File: config.mk
export PLATFORM = sky130hd
export DESIGN_NAME = pc_sequencer
export DESIGN_NICKNAME = d
export VERILOG_FILES = /design/src/rtl/mips_pkg.sv /design/src/rtl/npc_calc.sv /design/src/rtl/pc_sequencer.sv
export SDC_FILE = /design/constraint.sdc
export NUM_CORES = 1
export LEC_CHECK = 0
export CORE_ASPECT_RATIO = 0.75
export CORE_MARGIN = 10
export CORE_UTILIZATION = 40
export CTS_BUF_LIST = sky130_fd_sc_hd__clkbuf_8 sky130_fd_sc_hd__clkbuf_16
export DETAILED_ROUTE_END_ITERATION = 8
export DONT_BUFFER_PORTS = 1
export GPL_TIMING_DRIVEN = 0
export PLACE_DENSITY = 0.64
export REMOVE_ABC_BUFFERS = 1
export SYNTH_ARGS = -nofsm -noshare
export SYNTH_HDL_FRONTEND = slang
export SYNTH_SLANG_ARGS = --single-unit
File: constraint.sdc
create_clock -name clk -period 4.46 [get_ports clk]
set_input_delay 0.446 -clock clk [delete_from_list [all_inputs] [get_ports clk]]
set_output_delay 0.446 -clock clk [all_outputs]
set_load 0.005 [all_outputs]
File: src/rtl/mips_pkg.sv
// mips_pkg -- constants shared by the fetch stage and the controller.
//   npc_sel_e        : 2-bit next-PC source encoding (SEQ/BR/JMP/JR)
//   RESET_PC_DEFAULT : PC after reset
//   IM_BASE_DEFAULT  : byte address of instruction-memory word 0
//   IM_DEPTH_DEFAULT : instruction-memory depth in words
package mips_pkg;

  typedef enum logic [1:0] {
    NPC_SEQ = 2'b00,
    NPC_BR  = 2'b01,
    NPC_JMP = 2'b10,
    NPC_JR  = 2'b11
  } npc_sel_e;

  localparam logic [31:0] RESET_PC_DEFAULT = 32'h0000_3000;
  localparam logic [31:0] IM_BASE_DEFAULT  = 32'h0000_3000;
  localparam int          IM_DEPTH_DEFAULT = 1024;

endpackage

File: src/rtl/npc_calc.sv
// npc_calc -- combinational next-PC mux and adders.
// Ports:
//   pc        in  32  current PC
//   npc_sel   in   2  next-PC source (npc_sel_e)
//   br_taken  in   1  branch condition, only used for NPC_BR
//   imm16     in  16  branch offset field
//   imm26     in  26  jump index field
//   ra        in  32  register target for jr
//   pc_plus4  out 32  pc + 4 (wraps modulo 2^32)
//   npc       out 32  candidate next PC
module npc_calc
  import mips_pkg::*;
(
  input  logic [31:0] pc,
  input  logic [1:0]  npc_sel,
  input  logic        br_taken,
  input  logic [15:0] imm16,
  input  logic [25:0] imm26,
  input  logic [31:0] ra,
  output logic [31:0] pc_plus4,
  output logic [31:0] npc
);

  logic [31:0] br_offset;
  logic [31:0] br_target;
  logic [31:0] jmp_target;

  assign pc_plus4   = pc + 32'd4;
  // Word offset, sign-extended and scaled to bytes.
  assign br_offset  = {{14{imm16[15]}}, imm16, 2'b00};
  assign br_target  = pc_plus4 + br_offset;
  // Jump stays inside the 256 MB region of the delay-free successor.
  assign jmp_target = {pc_plus4[31:28], imm26, 2'b00};

  always_comb begin
    npc = pc_plus4;
    case (npc_sel_e'(npc_sel))
      NPC_SEQ: npc = pc_plus4;
      NPC_BR:  npc = br_taken ? br_target : pc_plus4;
      NPC_JMP: npc = jmp_target;
      NPC_JR:  npc = ra;
      default: npc = pc_plus4;
    endcase
  end

endmodule

File: src/rtl/pc_sequencer.sv
// pc_sequencer -- fetch-stage program counter.
// Holds the architectural PC, loads the next PC on each enabled edge and
// counts retired (advancing) cycles.
// Optional feature macro: PC_RANGE_CHECK_EN -- when defined, each candidate
// next PC is checked for alignment and instruction-memory range; a bad
// target sets a sticky fault that freezes PC and counter until reset.
// Without the macro no checking is done and fault is tied 0.
// Ports:
//   clk       in   1  clock, rising edge
//   reset     in   1  asynchronous active-high reset
//   en        in   1  advance enable (0 = stall)
//   npc_sel   in   2  next-PC source
//   br_taken  in   1  branch condition
//   imm16     in  16  branch offset field
//   imm26     in  26  jump index field
//   ra        in  32  jr register target
//   pc        out 32  current PC
//   pc_plus4  out 32  pc + 4 (link value)
//   retired   out 32  count of advancing cycles
//   fault     out  1  sticky bad-target flag
module pc_sequencer
  import mips_pkg::*;
#(
  parameter logic [31:0] RESET_PC = RESET_PC_DEFAULT,
  parameter logic [31:0] IM_BASE  = IM_BASE_DEFAULT,
  parameter int          IM_DEPTH = IM_DEPTH_DEFAULT
) (
  input  logic        clk,
  input  logic        reset,
  input  logic        en,
  input  logic [1:0]  npc_sel,
  input  logic        br_taken,
  input  logic [15:0] imm16,
  input  logic [25:0] imm26,
  input  logic [31:0] ra,
  output logic [31:0] pc,
  output logic [31:0] pc_plus4,
  output logic [31:0] retired,
  output logic        fault
);

  logic [31:0] pc_reg;
  logic [31:0] cnt_reg;
  logic [31:0] pc_next;
  logic        advance;

  npc_calc u_npc_calc (
    .pc       (pc_reg),
    .npc_sel  (npc_sel),
    .br_taken (br_taken),
    .imm16    (imm16),
    .imm26    (imm26),
    .ra       (ra),
    .pc_plus4 (pc_plus4),
    .npc      (pc_next)
  );

`ifdef PC_RANGE_CHECK_EN
  // 33-bit limit so a memory ending at 2^32 does not wrap to 0.
  localparam logic [32:0] IM_LIMIT = {1'b0, IM_BASE} + 33'(4 * IM_DEPTH);

  logic fault_reg;
  logic target_bad;
  logic set_fault;

  assign target_bad = (pc_next[1:0] != 2'b00)
                    || (pc_next < IM_BASE)
                    || ({1'b0, pc_next} >= IM_LIMIT);
  assign advance    = en && !fault_reg && !target_bad;
  assign set_fault  = en && !fault_reg && target_bad;

  always_ff @(posedge clk or posedge reset) begin
    if (reset) begin
      fault_reg <= 1'b0;
    end else if (set_fault) begin
      fault_reg <= 1'b1;
    end
  end

  assign fault = fault_reg;
`else
  assign advance = en;
  assign fault   = 1'b0;
`endif

  always_ff @(posedge clk or posedge reset) begin
    if (reset) begin
      pc_reg  <= RESET_PC;
      cnt_reg <= 32'd0;
    end else if (advance) begin
      pc_reg  <= pc_next;
      cnt_reg <= cnt_reg + 32'd1;
    end
  end

  assign pc      = pc_reg;
  assign retired = cnt_reg;

endmodule

# Word-level counts from Yosys, hierarchy flattened
# Cells that the tools add are included.
# word_totals
ramBits	0
mem_bits_ro	0
register_bits	64
in_bits	80
latch_bits	0
n_memories	0
# classes
multipliers	0
eq_ne	3
reduce_logical	1
bitwise_logic	0
n_lt_le_gt_ge	0
n_mux	2
div	0
shift	0
addsub	3
# ops
op	n
$pmux W32 S4	1
$add A32 B1 Y32 const B	1
$add A32 B3 Y32 const B	1
$add A32 B32 Y32	1
$mux W32	1
$eq A2 B2 Y1 const B	2
$eq A2 B1 Y1 const B	1
$logic_not A2 Y1	1

# Depth between registers and ports, before layout
# logic_depth
word_depth	4
mapped_depth	17

# Modules after synthesis
# Synthesis repeated with hierarchy kept, for this count alone.
# hier_totals
cells_unflattened	649
hier_area_um2	5774.3
# by_module_without_submodules
module	area_each_um2	seq_area_each_um2	n_inst	cells_each
npc_calc	3171.8	0.0	1	459
pc_sequencer	2602.5	1604.0	1	190

# Worst setup path after synthesis
# No wires, ideal clock.
# synth_path
path_type	flip-flop to flip-flop
startpoint	register pc_reg[2], in the netlist pc[2]
endpoint	register pc_reg[29], in the netlist pc[29]
stages_incl_launch_ff	16
t_arrival_ns	3.586
required_time_ns	4.318
setup_slack_ns	0.732
setup_time_ns	0.142
cell_sequence	dfrtp_1 > ha_1 > nand3_1 > nor2_1 > nand2_1 > xnor2_1 > ha_1 > a21oi_1 > o211ai_1 > a221oi_2 > o31ai_2 > o31a_1 > a221o_1 > a221oi_2 > xor2_1 > o221ai_1
# synth_via
elab_chain_cells	4
# synth_rtl
item	line	rtl
from (decl)	pc_sequencer.sv:42	logic [31:0] pc_reg;
from (signal assigned)	pc_sequencer.sv:91	pc_reg <= pc_next;
$add A32 B3 Y32	npc_calc.sv:28	assign pc_plus4 = pc + 32'd4;
net pc_plus4[8]	pc_sequencer.sv:37	output logic [31:0] pc_plus4,
$add A32 B32 Y32	npc_calc.sv:31	assign br_target = pc_plus4 + br_offset;
$mux W32	npc_calc.sv:39	NPC_BR: npc = br_taken ? br_target : pc_plus4;
$pmux W32 S4	npc_calc.sv:37	case (npc_sel_e'(npc_sel))
# The timed path passes the listed nets, and every way through them passes these cells.
# A chain may end at the register's enable or synchronous reset.

# Worst setup path after layout
# Same ends and word-level chain as after synthesis.

==> results.toml <==
[outcome]
status = "finished clean"

[pwr]
p_clk_share_pct = 29.7
p_comb_share_pct = 37.2
p_sw_mw = 0.9736
vdd_drop_max_mv = 0.2476
p_leak_nw = 2.558
seqPwrFrac_pct = 33.1
powerDensity_mw_per_mm2 = 413.1
switching_share_pct = 39.57
p_int_mw = 1.487

[critical_path]
crit_type = "flip-flop to flip-flop"
worstSetupStartpointType = "flip-flop"
worst_ep_arrival_time_ps = 4470
crit_required_ps = 4660
rr_startpoint = "pc[2]"
r2r-end = "pc[29]"
cp-end-kind = "flip-flop"
rrSetupSlack_ps = 190
cp_max_fo = 6
reg2reg_depth = 15

[clock_network]
clockBufferDepth = 2
htree_levels = 3
holdBufCountCts = 0
cts_tree = "built"
clkTransAtPathRegs_ps = 60
root_buffer = "clkbuf_16"
cts_num_sinks = 64
cts_buffers = 9
clk_latency_ps = 350

[cells_and_area]
final_common_cell = "nand2_1"
nets = 748
final_util_pct = 45.45
drive_above_1_share_pct = 8.333
diodes = 0
final_cell_mix = "nand2_1, dfrtp_1, a21oi_1, nor2_1, xnor2_1"
synthToLayoutAreaGrowth_pct = 10.34

[global_routing]
grt_pass1_wl_um = 28230
antenna_found_initial = 0
grt_max_degree = 65
grt_overflow = 0
first_global_vias = 4719
grt_usage_pct = 18.87

[run]
max-cap-violations = 0

[timing]
min_period_over_period_pct = 95.83
hold_viol_final = 0
post-route-min-period_ps = 4274
max_slew_margin_pct = 7.341
slew_viol_final = 0
worst_pin_slew_ps = 1385
fin_skew_ps = 9.864
final.setup.worst_slack_ps = 185.8
hold_ws_ps = 160.5
setup_violations = 0
fmax_ghz = 0.2340
fin_tns_setup_ps = 0

[detailed_routing]
wire_per_inst_um = 22.85
ant_nets = 0
drt_wl_total_um = 18440
vias = 4983
drt_iter0_drc = 517
via_per_inst = 6.175
first_pass_iters = 5
remaining_drc_errors = 0

[synthesis]
ys_types = 58
synth-edff-count = 0
synth.cell_area_mm2 = 0.005399
synth_flop_cell = "dfrtp_1"
syn_area_per_cell_um2 = 8.370
syn_inst = 645
ys_warn_count = 0
async_reset_ff_share_pct = 100.0
ys_ff_latch = 64
seq_area_frac_synth_pct = 29.71

[place]
finalWeightedCongestion = 0.8828
dp_hpwl_um = 13950
port_buffers = 0
pre_cts_ws_ps = -247.3

[die]
start_util_pct = 41.19
ios = 177
fp.coreArea_mm2 = 0.01311
die_y_um = 120.6
dieWidth_um = 154.2
die_area_mm2 = 0.01859
num_rows = 36

[hold_path]
hold_class = "primary input to asynchronous set/reset pin"
==> Yosys cell counts, drive strengths merged (2+ instances only) <==
| library cell | instances | area share, % |
|---|---|---|
| nand2 | 67 | 4.7 |
| dfrtp | 62 | 29 |
| nor2 | 57 | 4.0 |
| a21oi | 56 | 5.2 |
| xnor2 | 55 | 8.9 |
| ha | 36 | 8.3 |
| nand3 | 32 | 3.0 |
| o21ai | 32 | 3.0 |
| xor2 | 29 | 4.7 |
| and3 | 24 | 2.8 |
| inv | 19 | 1.3 |
| clkbuf | 17 | 1.2 |
| a22o | 12 | 1.9 |
| a21o | 10 | 1.4 |
| a222oi | 10 | 1.9 |
| nand4 | 10 | 1.2 |
| a31oi | 9 | 1.0 |
| buf | 9 | 0.83 |
| mux2 | 9 | 1.9 |
| nor3 | 8 | 0.74 |
| a221oi | 7 | 1.4 |
| and4 | 7 | 1.1 |
| a211oi | 6 | 0.93 |
| mux2i | 5 | 0.93 |
| nand2b | 5 | 0.58 |
| o211ai | 5 | 0.70 |
| o21bai | 5 | 0.70 |
| o31ai | 5 | 0.79 |
| o22ai | 4 | 0.46 |
| o21a | 3 | 0.42 |
| o221ai | 3 | 0.49 |
| a311o | 2 | 0.37 |
| a32oi | 2 | 0.32 |
| and2 | 2 | 0.23 |
| dfstp | 2 | 0.97 |
| nor2b | 2 | 0.23 |
| nor4 | 2 | 0.35 |
==> through the flow <==
stage,total power [mW],cells,area (um^2)
after floorplan,1.459,619,5290
after global placement,1.670,790,5504
after detailed placement,1.690,790,5507
after CTS,2.450,806,5861
after global routing,2.622,807,5957
final,2.461,807,5957
==> worst max path at each step <==
stage	from	to	slack, ps
final	pc[2]	pc[29]	190
after global routing	pc[8]	pc[31]	-20
after CTS	pc[2]	pc[29]	20
after detailed placement	pc[2]	pc[31]	-250
after global placement	pc[2]	pc[29]	-220
after floorplan	pc[2]	pc[29]	730
==> layer usage <==
layer | up-vias | GRT usage [%] | routed length (um)
met1 | 2413 | 24.50 | 8008
met5 | - | 0 | 0
met2 | 210 | 28.39 | 8192
li1 | 2337 | - | -
met4 | 0 | 4.888 | 247
met3 | 23 | 7.651 | 1992
==> layout make-up <==
cell class	instances	area (um^2)
Clock buffer	9	225.2
Clock inverter	7	80.08
Fill cell	1278	7151
Inverter	20	77.57
Multi-Input combinational cell	535	3745
Sequential cell	64	1608
Tap cell	171	214.0
Timing Repair Buffer	1	7.507
==> cell families (layout without fill, tap and decap cells) <==
logic type,count (synthesis),after routing,share of synthesized area [%]
multiplexers,14,14,2.804
buffers and inverters,46,37,3.407
other,1,1,0.06946
XOR/XNOR,84,84,13.63
AO/OA/AOI/OAI,179,179,22.27
adder cells (fa/ha/maj),37,37,8.714
flip-flops,64,64,29.71
AND/OR/NAND/NOR,220,220,19.40
==> what timing repair did <==
action / CTS / global route
setup endpoints to repair: 5 / 7
buffers inserted: 0 / 1
resized for setup: 7 / 16
pin swaps: 0 / 1
==> worst max-delay path, cell delays in order (launching register included) <==
cell and delay [ps]:
dfrtp_2 440, ha_2 260, nand3_2 220, nor2_4 220
and3_1 270, xor2_1 360, ha_1 350, nand2_1 160
nor2_1 80, a211oi_2 220, o31ai_4 170, o31a_1 340
a221o_1 380, a221oi_2 290, xor2_1 220, o221ai_1 140
==> power by group through the flow <==
stage / clock network (mW) / logic [mW] / registers [mW]
4_1_cts: 0.749 / 0.888 / 0.814
2_1_floorplan: 0 / 0.690 / 0.769
6_report: 0.731 / 0.914 / 0.815
5_1_grt: 0.772 / 1.02 / 0.834
3_3_place_gp: 0 / 0.851 / 0.820
3_5_place_dp: 0 / 0.868 / 0.822
Power figures use the tool's default switching activity.
